## src/rtl/spram32_port.sv

```systemverilog
// rtl/spram32_port.sv - byte-addressed load/store initiator for the 32Kx32 SPRAM
// Splits misaligned accesses into two word beats and realigns/zero-extends load data.
module spram32_port #(
  parameter int ASZ = 15,
  parameter int DSZ = 32
) (
  input  logic           clk,
  input  logic           rst_n,
  input  logic           req,
  output logic           rdy,
  input  logic           we,
  input  logic [1:0]     sz,
  input  logic [ASZ+1:0] ba,
  input  logic [DSZ-1:0] wd,
  output logic [DSZ-1:0] rd,
  output logic           rvld,
  output logic           m_we,
  output logic [3:0]     m_bmsk,
  output logic [ASZ-1:0] m_a,
  output logic [DSZ-1:0] m_vi,
  input  logic [DSZ-1:0] m_vo
);

  typedef enum logic {S_IDLE, S_BEAT2} state_t;

  function automatic logic [3:0] size_lanes(input logic [1:0] s);
    logic [3:0] l;
    case (s)
      2'b00:   l = 4'b0001;
      2'b01:   l = 4'b0011;
      default: l = 4'b1111;
    endcase
    return l;
  endfunction

  function automatic logic [31:0] lanes_to_bits(input logic [3:0] l);
    logic [31:0] m;
    m = '0;
    for (int i = 0; i < 4; i++) m[8*i +: 8] = {8{l[i]}};
    return m;
  endfunction

  state_t         r_state;
  state_t         w_next;

  logic [1:0]     w_off;
  logic [ASZ-1:0] w_word;
  logic [3:0]     w_lanes;
  logic [7:0]     w_msk8;
  logic           w_split;
  logic           w_accept;
  logic [63:0]    w_vi64;

  // Beat-2 parameters captured at acceptance of a split request
  logic [ASZ-1:0] r_b2_a;
  logic [3:0]     r_b2_msk;
  logic [31:0]    r_b2_vi;
  logic           r_b2_we;
  logic [1:0]     r_b2_off;
  logic [1:0]     r_b2_sz;

  // p1 describes the beat currently on m_*, p2 the beat whose data is on m_vo
  logic           r_p1_vld, r_p1_last, r_p1_split;
  logic [1:0]     r_p1_off, r_p1_sz;
  logic           r_p2_vld, r_p2_last, r_p2_split;
  logic [1:0]     r_p2_off, r_p2_sz;
  logic [31:0]    r_hold;

  logic [31:0]    w_lo;
  logic [23:0]    w_hi;
  logic [31:0]    w_algn;
  logic [31:0]    w_rd;

  assign w_off    = ba[1:0];
  assign w_word   = ba[ASZ+1:2];
  assign w_lanes  = size_lanes(sz);
  assign w_msk8   = {4'b0000, w_lanes} << w_off;
  assign w_split  = |w_msk8[7:4];
  assign w_accept = req & rdy;
  assign w_vi64   = {32'h0, wd & lanes_to_bits(w_lanes)} << {w_off, 3'b000};

  always_ff @(posedge clk or negedge rst_n) begin
    if (!rst_n) r_state <= S_IDLE;
    else        r_state <= w_next;
  end

  always_comb begin
    w_next = r_state;
    case (r_state)
      S_IDLE:  if (w_accept && w_split) w_next = S_BEAT2;
      default: w_next = S_IDLE;
    endcase
  end

  always_comb begin
    rdy = (r_state == S_IDLE);
  end

  // Top byte of beat-2 data is never needed: at most 7 bytes span two words
  always_comb begin
    w_lo = r_p2_split ? r_hold : m_vo;
    w_hi = r_p2_split ? m_vo[23:0] : 24'h0;
    case (r_p2_off)
      2'd0:    w_algn = w_lo;
      2'd1:    w_algn = {w_hi[7:0],  w_lo[31:8]};
      2'd2:    w_algn = {w_hi[15:0], w_lo[31:16]};
      default: w_algn = {w_hi[23:0], w_lo[31:24]};
    endcase
    w_rd = w_algn & lanes_to_bits(size_lanes(r_p2_sz));
  end

  always_ff @(posedge clk or negedge rst_n) begin
    if (!rst_n) begin
      m_we       <= 1'b0;
      m_bmsk     <= 4'b0000;
      m_a        <= '0;
      m_vi       <= '0;
      r_b2_a     <= '0;
      r_b2_msk   <= 4'b0000;
      r_b2_vi    <= '0;
      r_b2_we    <= 1'b0;
      r_b2_off   <= 2'b00;
      r_b2_sz    <= 2'b00;
      r_p1_vld   <= 1'b0;
      r_p1_last  <= 1'b0;
      r_p1_split <= 1'b0;
      r_p1_off   <= 2'b00;
      r_p1_sz    <= 2'b00;
      r_p2_vld   <= 1'b0;
      r_p2_last  <= 1'b0;
      r_p2_split <= 1'b0;
      r_p2_off   <= 2'b00;
      r_p2_sz    <= 2'b00;
      r_hold     <= '0;
      rd         <= '0;
      rvld       <= 1'b0;
    end else begin
      m_we       <= 1'b0;
      m_bmsk     <= 4'b0000;
      r_p1_vld   <= 1'b0;
      r_p2_vld   <= r_p1_vld;
      r_p2_last  <= r_p1_last;
      r_p2_split <= r_p1_split;
      r_p2_off   <= r_p1_off;
      r_p2_sz    <= r_p1_sz;
      rvld       <= 1'b0;

      if (r_state == S_BEAT2) begin
        m_a        <= r_b2_a;
        m_we       <= r_b2_we;
        m_bmsk     <= r_b2_we ? r_b2_msk : 4'b1111;
        if (r_b2_we) m_vi <= r_b2_vi;
        r_p1_vld   <= ~r_b2_we;
        r_p1_last  <= 1'b1;
        r_p1_split <= 1'b1;
        r_p1_off   <= r_b2_off;
        r_p1_sz    <= r_b2_sz;
      end else if (w_accept) begin
        m_a        <= w_word;
        m_we       <= we;
        m_bmsk     <= we ? w_msk8[3:0] : 4'b1111;
        if (we) m_vi <= w_vi64[31:0];
        r_p1_vld   <= ~we;
        r_p1_last  <= ~w_split;
        r_p1_split <= w_split;
        r_p1_off   <= w_off;
        r_p1_sz    <= sz;
        r_b2_a     <= w_word + ASZ'(1);
        r_b2_msk   <= w_msk8[7:4];
        r_b2_vi    <= w_vi64[63:32];
        r_b2_we    <= we;
        r_b2_off   <= w_off;
        r_b2_sz    <= sz;
      end

      if (r_p2_vld) begin
        if (r_p2_last) begin
          rd   <= w_rd;
          rvld <= 1'b1;
        end else begin
          r_hold <= m_vo;
        end
      end
    end
  end

endmodule

```

## config.mk

```make
export PLATFORM = sky130hd
export DESIGN_NAME = spram32_port
export DESIGN_NICKNAME = d
export VERILOG_FILES = /design/src/rtl/spram32_port.sv
export SDC_FILE = /design/constraint.sdc
export NUM_CORES = 1
export LEC_CHECK = 0
export ABC_AREA = 1
export CAP_MARGIN = 10
export CORE_MARGIN = 5
export CORE_UTILIZATION = 35
export CTS_CLUSTER_SIZE = 24
export DETAILED_ROUTE_END_ITERATION = 12
export GPL_TIMING_DRIVEN = 0
export PLACE_DENSITY = 0.65
export SYNTH_ARGS = -nofsm -noshare
export SYNTH_HDL_FRONTEND = slang
export SYNTH_SLANG_ARGS = --single-unit
```

## constraint.sdc

```tcl
create_clock -name clk -period 1.1 [get_ports clk]
set_input_delay 0.11 -clock clk [delete_from_list [all_inputs] [get_ports clk]]
set_output_delay 0.11 -clock clk [all_outputs]
set_load 0.05 [all_outputs]
```

---- Yosys cells after proc, flatten, opt, wreduce, memory -nomap -nowiden ----
Index checks and enable logic that the tools add are counted.
storage, ports and cells
  RAM bits ................................ 0
  register bits ........................... 188
  memory bits (read-only) ................. 0
  memories kept ........................... 0
  output and inout port bits .............. 86
  word-level logic and storage cells ...... 82
  latch bits .............................. 0
cells by class
  bitwise logic cells ..................... 8
  equal/unequal tests ..................... 5
  multiplexer cells ....................... 31
  multiply operators ...................... 0
  div/mod/pow operators ................... 0
  shift-type cells ........................ 2
  $add $sub $neg .......................... 1
  reduce and logical (&&, ||, !) cells .... 11
  order comparisons ....................... 0
operators by type and width
  cell                                                    number
  2-to-1 mux 32 bit                                       5
  one-hot mux 32 bit (3 select lines)                     1
  bitwise AND 32 bit                                      2
  left shift 32 x 5 -> 64 bit                             1
  2-to-1 mux 15 bit                                       2
  2-to-1 mux 24 bit                                       1
  2-to-1 mux 4 bit                                        4
  one-hot mux 4 bit (2 select lines)                      2
  adder 15 x 1 -> 15 bit (second input constant)          1
  2-to-1 mux 1 bit                                        12
  2-to-1 mux 2 bit                                        4
  left shift 4 x 2 -> 8 bit                               1
  == test 2 x 1 -> 1 bit (second input constant)          3
  logical NOT 2 bit                                       3
  AND reduction 2 bit                                     3
  NOT 1 bit                                               5
  nonzero test 2 bit                                      2
  OR reduction 4 bit                                      1
  AND reduction 3 bit                                     1
  == test 2 bit (second input constant)                   1
  inequality test 2 x 1 -> 1 bit (second input constant)  1
  bitwise AND 1 bit                                       1
  logical AND 1 bit                                       1

---- Depth between registers and ports, before layout ----
  word-level depth ........................ 7
  mapped depth ............................ 9

---- Worst setup path after synthesis ----
OpenSTA, ideal clock, no wires.
  kind .................................... reg2reg
  start ................................... reg r_state
  end ..................................... reg m_vi[19]
  path buffers ............................ 2
  path slack .............................. -228 ps
  arrival ................................. 1211 ps
  required time ........................... 982 ps
  cell stages (with the launch flop) ...... 9
  path through ............................ dfrtp_1 > buf_4 > inv_4 > buf_2 > nand3_1 > o21ai_0 > nor2_1 > nand2_1 > nand2_1
on the way
  longest elaborated chain between the ends .. 4
  elaborated cells on any way between the ends .. 7
  those cells by class .................... 1 x eq/ne; 1 x mux; 2 x bitwise; 3 x reduce/logical
RTL lines
  what                           RTL line  source
  start, declared                43        state_t r_state;
  start signal, assigned         84        else r_state <= w_next;
  NOT 1 bit (no line)            --
  via rdy                        10        output logic rdy,
  bitwise AND 1 bit              79        assign w_accept = req & rdy;
  nonzero test 2 bit (no line)   --
  AND reduction 3 bit (no line)  --
  end signal, assigned           152       if (r_b2_we) m_vi <= r_b2_vi;
  end signal, assigned           162       if (we) m_vi <= w_vi64[31:0];
  end, declared                  20        output logic [DSZ-1:0] m_vi,
The timed path passes the listed nets, and every way through them passes these cells.
A chain may end at the register's enable or synchronous reset.

---- Worst setup path after layout ----
  start ................................... reg r_p2_split
  end ..................................... reg rd[27]
on the way
  longest elaborated chain between the ends .. 3
  elaborated cells on any way between the ends .. 4
  those cells by class .................... 3 x mux; 1 x bitwise
RTL lines
  what                                                           RTL line  source
  start, declared                                                65        logic r_p2_vld, r_p2_last, r_p2_split;
  start signal, assigned                                         143       r_p2_split <= r_p1_split;
  2-to-1 mux 24 bit / 2-to-1 mux 32 bit (equally long branches)  102, 101
  one-hot mux 32 bit (3 select lines) (*)                        103       case (r_p2_off)
  bitwise AND 32 bit (*)                                         109       w_rd = w_algn & lanes_to_bits(size_lanes(r_p2_sz));
  end signal, assigned                                           178       rd <= w_rd;
  end, declared                                                  15        output logic [DSZ-1:0] rd,
Every way passes the cells marked *; elsewhere a longest branch is shown, timed or not.

==> summary.txt <==
Via Count: 10242
Tightest Pin Transition: 627 ps
top_reg_cell synth: dfrtp_1
Starting Density: 0.354
post-synth top area cell: dfrtp_1
Reg-to-Reg End: rd[27]$_DFFE_PN0P_
final WL: 37400 um
CTS Sinks: 179
CTS root buf: clkbuf_16
run status: finished, violations left
clk_lat worst skew: 450 ps
Hold Vio Cnt, Final: 116
main area contributors after synthesis: dfrtp_1, nand2_1, nand3_1, o21ai_0, nor2_1
failing checks: negative hold slack, negative setup slack
largest family of logic cells by synthesized area: simple AND/OR/NAND/NOR gates
gr ovfl total: 0
mux cell area share after synthesis: 0.00951
Port Buffer Count: 172
compound-gate portion of the synthesized area: 0.101
Avg WL per Cell: 19.3 um
kind of critical path: register to register
r2r setup slk: -350 ps
area fraction in and, or, nand and nor cells after synthesis: 0.341
P_leak: 0.00730 uW
Synth-to-Final Area Change: 54.1%
most frequent cells in the layout: nand2_1, dfrtp_1, buf_6
Cell variety after synth: 32
crit-path max FO: 9
part of the cycle the worst path needs: 1.32
register bit total from synthesis: 179
most common cell after layout, fill and taps aside: nand2_1
GPL Wtd Cong: 0.936
Core ar.: 26800 sq um
Critical Path RT: 1430 ps
Avg Inst Size Synth: 7.17 sq um
Peak VDD IR: 1270 uV
antenna fix cells: 0
Setup TNS: -37070 ps
Rel. slew slack: 0.582
largest net degree at the start of global routing: 118
register area share after synthesis: 0.473
initial antenna violation count: 0
DR DRC count: 0
Cell Area, Synth: 9480 sq um
final worst slack: -355 ps
CP Capture Type: register
adder-cell share of the synthesized area: 0.00132
vias per cell: 5.30
Post-Synthesis Cells: 1321
vias in the first global route: 9888
hold crit path type: input pin to asynchronous set/reset pin
DRT Pass-1 Iters: 8
Slew Viols, Final: 0
xor/xnor cell area share of the yosys netlist: 0
RSZ-0062 raised after global routing: yes
Tmin final: 1450 ps
final hold slack: -303 ps
Detail Placement HPWL: 25400 um
Critical Path AT: 1790 ps
GRT Overall Usage: 0.230
DR iter-0 viols: 935
max-cap viol count: 0
Mapped Nets: 1409
synth warn: 0
CTS Buffer Depth: 2
Die W: 175 um
fraction of post-synthesis cell area in the top cell type by area: 0.473
num rows: 60
CTS Buf Count: 17
H-tree depth: 4
kind of start point of the critical path: register
Async S/R FF share, synth: 1.00
Max Clock Freq: 687 MHz
endpoints failing setup: 247
Worst-path clk slew: 80 ps
post-route ant nets: 0
first-pass GRT wire length: 55000 um
layout cells sized above 1: 0.302
# IOs: 173
Post-synth EDFFs: 0
CTS tree: built
dpl ws: -836 ps
Fillers: 2474
FF-to-FF Start: r_p2_split$_DFF_PN0_
Final Skew: 17.1 ps
Die Area: 30500 sq um
worst reg2reg path depth: 7
PD cells: 1840 nW/um^2
Die Y: 175 um
fin nets: 1667
## sequential cells by signal, summed over array words and instances, names as in the netlist, 2 cells and up
register,flops
m_vi,32
r_hold,32
rd,32
r_b2_vi,24
m_a,15
r_b2_a,15
m_bmsk,4
r_b2_msk,3
r_b2_off,2
r_b2_sz,2
r_p1_off,2
r_p1_sz,2
r_p2_off,2
r_p2_sz,2
## power by group
| group | internal (uW) | switching (uW) |
|---|---|---|
| clock network | 3250 | 3020 |
| logic | 4440 | 7050 |
| registers | 8000 | 1070 |
| total | 15700 | 11100 |
## logic make-up (layout without fill, tap and decap cells)
logic type	count (synthesis)	after routing
compound gates	178	178
fa+ha+maj	1	1
buf+inv	167	438
flops	179	179
mux	8	8
simple gates	788	788
## synth_stat cells, types with 2 or more instances
cell / n
a21boi_0: 2
a21oi_1: 40
a22o_1: 4
a22oi_1: 9
buf_2: 35
buf_4: 6
clkbuf_1: 26
clkinv_1: 2
dfrtp_1: 179
inv_1: 91
inv_2: 5
mux2_2: 8
nand2_1: 552
nand3_1: 111
nand3b_1: 12
nand4_1: 6
nor2_1: 92
nor2_2: 4
nor2_8: 2
o211ai_1: 7
o21ai_0: 111
o21ai_1: 2
or2_2: 6
## worst max-delay path by stage
stage / from / to / slack [ps]
floorplan: r_state$_DFF_PN0_ / m_vi[17]$_DFFE_PN0P_ / -160
global placement: rst_n / m_a[8]$_DFFE_PN0N_ / -7750
detailed placement: ba[1] / m_bmsk[3]$_DFF_PN0_ / -840
CTS: r_state$_DFF_PN0_ / rdy / -330
global route: r_state$_DFF_PN0_ / m_vi[2]$_DFFE_PN0P_ / -470
finish: r_p2_split$_DFF_PN0_ / rd[27]$_DFFE_PN0P_ / -350
## per-layer routing
| metal | share of wire | track usage |
|---|---|---|
| met5 | 0 | 0 |
| met4 | 0.036 | 0.0851 |
| met3 | 0.084 | 0.0461 |
| met2 | 0.48 | 0.375 |
| met1 | 0.40 | 0.304 |
## metrics by stage
stage	power [uW]	hold WS, ps	util	instance area [sq um]	instances
after global placement	18300	333	0.445	11900	1834
after CTS	25800	-252	0.503	13500	1903
final	26800	-303	0.545	14600	1933
after floorplan	14900	-186	-	9780	1321
after detailed placement	18400	220	0.447	12000	1836
after global routing	28000	-246	0.545	14600	1933
## what timing repair did
action                                 CTS  global route
cloned                                   4            11
resized for setup                      760           233
setup endpoints to repair              258           257
buffers inserted                        31            21
endpoints found under the hold margin  116           116
pin swaps                               14            56
## critical path, cell delays in order (launching register included)
cell,delay (ps)
dfrtp_2,490
buf_12,190
clkbuf_16,190
nand2_4,100
o21ai_1,60
nand3b_1,150
nand2_1,100
nand2_1,60
## layout make-up
class | count | area (sq um) | share of cell area
Multi-Input combinational cell | 975 | 5230 | 0.358
Sequential cell | 179 | 4480 | 0.307
Timing Repair Buffer | 240 | 2700 | 0.185
Buffer | 66 | 757 | 0.0519
Clock buffer | 18 | 439 | 0.0301
Tap cell | 341 | 427 | 0.0292
Inverter | 99 | 422 | 0.0289
Clock inverter | 14 | 140 | 0.00960
Timing Repair inverter | 1 | 5.00 | 0.000343
No activity file was read; power rests on OpenSTA's default activity.
